### src/rtl/gpiotest_pkg.sv
// Shared types and helpers for the GPIO walking-one test pattern blocks.
package gpiotest_pkg;

   localparam int unsigned GPIO_WIDTH = 32;
   localparam int unsigned CLK_HZ     = 12_000_000;
   localparam int unsigned GPIO_IDX_W = $clog2(GPIO_WIDTH);

   typedef enum logic {
      ST_HUNT  = 1'b0,
      ST_TRACK = 1'b1
   } chk_state_t;

   typedef struct packed {
      logic                  valid;
      logic [GPIO_IDX_W-1:0] idx;
   } onehot_t;

   // valid when exactly one bit is set; idx is the position of that bit
   function automatic onehot_t onehot_decode(input logic [GPIO_WIDTH-1:0] v);
      onehot_t res;
      res.valid = ($countones(v) == 1);
      res.idx   = '0;
      for (int unsigned i = 0; i < GPIO_WIDTH; i++) begin
         if (v[i]) res.idx = GPIO_IDX_W'(i);
      end
      return res;
   endfunction

endpackage

### src/rtl/gpio_walk_checker_settle.sv
// Two-flop synchronizer followed by a settle detector that pulses once per
// newly stable value.
module gpio_settle
   import gpiotest_pkg::*;
#(
   parameter int unsigned WIDTH         = GPIO_WIDTH,
   parameter int unsigned SETTLE_CYCLES = 4
) (
   input  logic             i_clk,
   input  logic             i_reset,
   input  logic [WIDTH-1:0] i_gpio,
   output logic [WIDTH-1:0] o_value,
   output logic             o_accept_c
);

   localparam int unsigned CNT_W = $clog2(SETTLE_CYCLES + 1);

   logic [WIDTH-1:0] r_meta;
   logic [WIDTH-1:0] r_sync;
   logic [WIDTH-1:0] r_last;
   logic [CNT_W-1:0] r_run;
   logic             w_same;
   logic [CNT_W-1:0] w_run;

   // run length of the synced value including the current cycle, capped
   assign w_same = (r_sync == r_last);
   assign w_run  = !w_same                             ? CNT_W'(1) :
                   (r_run == CNT_W'(SETTLE_CYCLES))    ? r_run     :
                                                         r_run + CNT_W'(1);

   // a saturated run that is still unchanged must not fire again
   assign o_accept_c = (w_run == CNT_W'(SETTLE_CYCLES)) &&
                       !(w_same && (r_run == CNT_W'(SETTLE_CYCLES)));
   assign o_value    = r_sync;

   always_ff @(posedge i_clk) begin
      if (i_reset) begin
         r_meta <= '0;
         r_sync <= '0;
         r_last <= '0;
         r_run  <= '0;
      end else begin
         r_meta <= i_gpio;
         r_sync <= r_meta;
         r_last <= r_sync;
         r_run  <= w_run;
      end
   end

endmodule

### config.mk
export PLATFORM = sky130hd
export DESIGN_NAME = gpio_settle
export DESIGN_NICKNAME = d
export VERILOG_FILES = /design/src/rtl/gpiotest_pkg.sv /design/src/rtl/gpio_walk_checker_settle.sv
export SDC_FILE = /design/constraint.sdc
export NUM_CORES = 1
export LEC_CHECK = 0
export ABC_CLOCK_PERIOD_IN_PS = 1200
export CORE_MARGIN = 5
export CORE_UTILIZATION = 34
export DETAILED_ROUTE_END_ITERATION = 10
export MAX_ROUTING_LAYER = met4
export PLACE_DENSITY = 0.61
export SYNTH_ARGS = -nofsm -noshare
export SYNTH_HDL_FRONTEND = slang
export SYNTH_SLANG_ARGS = --single-unit
### constraint.sdc
create_clock -name i_clk -period 1.2 [get_ports i_clk]
set_clock_uncertainty 0.05 [all_clocks]
set_input_delay 0.18 -clock i_clk [delete_from_list [all_inputs] [get_ports i_clk]]
set_output_delay 0.18 -clock i_clk [all_outputs]
set_load 0.01 [all_outputs]
==> results.toml <==
[status]
status = "finished with violations"
violations = "setup timing"

[setup_path]
worstRegToRegCells = 6
end_kind = "output pin"
crit_type = "flip-flop to output pin"
cp_num_buf_inv = 2
r2r_slack_ps = -490
path_delay_family = "simple AND/OR/NAND/NOR gates"
arrival_ps = 1900
timing.rr.end = "r_run[0]"
critPathRequiredTime_ps = 970
reg2reg_from = "r_last[4]"
slowest_delay_ps = 330
path_max_fanout = 2
crit_slowest_cell = "nor4_1"
cp_cell_sequence = "xor2_1, nor4_1, buf_4, nand4_1, nor4_2, buf_2"
cp-start-kind = "flip-flop"

[yosys]
ys_ff_latch = 99
synth_top_cells_by_count = "99 x dfxtp_1, 96 x nor2b_1, 32 x xor2_1"
synth_most_common_cell = "dfxtp_1"
ys_async_sr_fraction_pct = 0
synth-edff-count = 0
synthesis.nets = 298
synth_cell_types = 15
yosys.area.top_type = "dfxtp_1"
avgSynthCellArea_um2 = 11.70
ys.flop_type = "dfxtp_1"
syn-cell-area_mm2 = 0.003067
synth_cells = 262
synth_top_cell_area_share_pct = 64.63
synthTopCellsByArea = "dfxtp_1 65%, nor2b_1 20%, xor2_1 9.1%"
yosysWarnings = 0
yosysSeqAreaShare_pct = 64.63

[finish]
nets = 407
diodes = 0
drive_above_1_share_pct = 35.11
syn_to_final_growth_pct = 48.02

[clock_tree]
clock_sinks = 99
path_clk_slew_ps = 90
cts_buffer_depth = 2
cts_root_buffer = "clkbuf_8"
clk_latency_ps = 350
h-tree-depth = 3
cts_made_buffers = 9
tritoncts = "built"

[power]
ir_worst_vdd_v = 0.0005189
p_per_area_mw_per_mm2 = 1318
leakage_nw = 2.035

[flow_run]
maxCapViolCount = 0

[global_route]
antenna_found_initial = 0
overflow = 0
grt_max_degree = 36
grt_use_total_pct = 10.94
grt_pass1_wl_um = 9459
grt_pass1_vias = 2062

[worst_hold_path]
hp-class = "primary input to flip-flop"
hold_depth = 2
hold_path_end = "r_meta[23]"
hp-start = "i_reset"

[timing]
worst_pin_slew_ps = 336.2
maxSlewViolCount = 0
whs_ps = 143.3
period_minus_slack_ps = 2130
finalSetupViolCount = 4
fin_crit_sh_pct = 177.5
max_freq_mhz = 469.4
fin_ws_ps = -930.5
rsz0062_at_grt = "true"
maxSlewHeadroom_pct = 77.38
setup_tns_ps = -2303
hold_violations = 0

[place]
gp_congestion = 0.7001
dpl.hpwl_um = 3955
port_buffers = 66

[route]
drtIter0Drc = 15
ant_nets = 0
vias = 1980
wire_per_inst_um = 11.54
firstDrtPassIters = 3
drc = 0
routed_via_density = 4.091
wl_um = 5586

[floorplan]
start_util_pct = 34.99
row_count = 34
core_region_area_mm2 = 0.008763
io_pins = 67
die_area_mm2 = 0.01102
dieHeight_um = 105.0
fp.dieW_um = 105.0
## flip-flops by register name (all words and copies together), names as in the netlist
register	count
o_value	32
r_last	32
r_meta	32
r_run	3
## layout by cell type, fill, tap and decap left out, drive strengths merged, types with 2 or more instances in the layout
cell type,count
dfxtp,99
nor2b,96
buf,77
xor2,32
clkdlybuf4s50,32
nor4,10
clkbuf,9
inv,5
clkinv,4
nand4,2
nand3b,2
ha,2
## cell type report
type | instances | area, µm²
Fill cell | 791 | 4224
Sequential cell | 99 | 2023
Timing Repair Buffer | 109 | 1116
Multi-Input combinational cell | 149 | 1077
Tap cell | 108 | 135.1
Clock buffer | 9 | 123.9
Clock inverter | 7 | 52.55
Inverter | 3 | 11.26
## report_power, final
group | switching (W) | internal, W | leakage [nW]
logic | 0.000219 | 0.000391 | 1.12
clock network | 0.00113 | 0.000768 | 0.0900
registers | 0.0000542 | 0.00342 | 0.828
## worst max-delay path by stage
stage                      startpoint          to  slack (ps)  cells past startpoint
after floorplan            o_value[0]  o_accept_c        -310                      4
after global placement    o_value[19]  o_accept_c       -1060                      5
after detailed placement  o_value[19]  o_accept_c       -1020                      5
after CTS                  r_last[26]  o_accept_c       -1010                      6
after global routing       o_value[4]  o_accept_c       -1100                      6
final                       r_last[4]  o_accept_c        -930                      6
## per-layer routing
metal | vias to the layer above | share of wire [%] | GRT usage [%]
met5 | - | 0 | -
met4 | 0 | 1.2 | 4.658
met3 | 6 | 4.7 | 3.637
met2 | 44 | 48 | 16.10
met1 | 898 | 46 | 13.72
li1 | 1032 | - | -
## per-stage QoR
stage          cell area [µm²]  utilization (%)  cells  total power, W  setup WS [ps]
2_1_floorplan             3082                -    262        0.003766         -310.4
3_3_place_gp              4185            47.76    467        0.004109          -1055
3_5_place_dp              4185            47.76    467        0.004116          -1018
4_1_cts                   4324            49.34    484        0.006034          -1013
5_1_grt                   4539            51.80    484        0.006287          -1100
6_report                  4539            51.80    484        0.005982         -930.5
## logic make-up after synthesis
kind of cell    Yosys count  share of synthesized area [%]
flops                    99                          64.63
fa+ha+maj                 2                         0.8159
xor+xnor                 33                          9.425
simple gates            112                          22.93
buf+inv                  14                          1.754
compound gates            2                         0.4487
## timing repair
item	in CTS	in global routing
setup endpoints to repair	36	36
endpoints found under the hold margin	0	0
setup buffers	3	0
pin swaps	4	4
resized for setup	173	51
hold buffers	0	0
cloned	0	0
No activity file was read; power rests on OpenSTA's default activity.
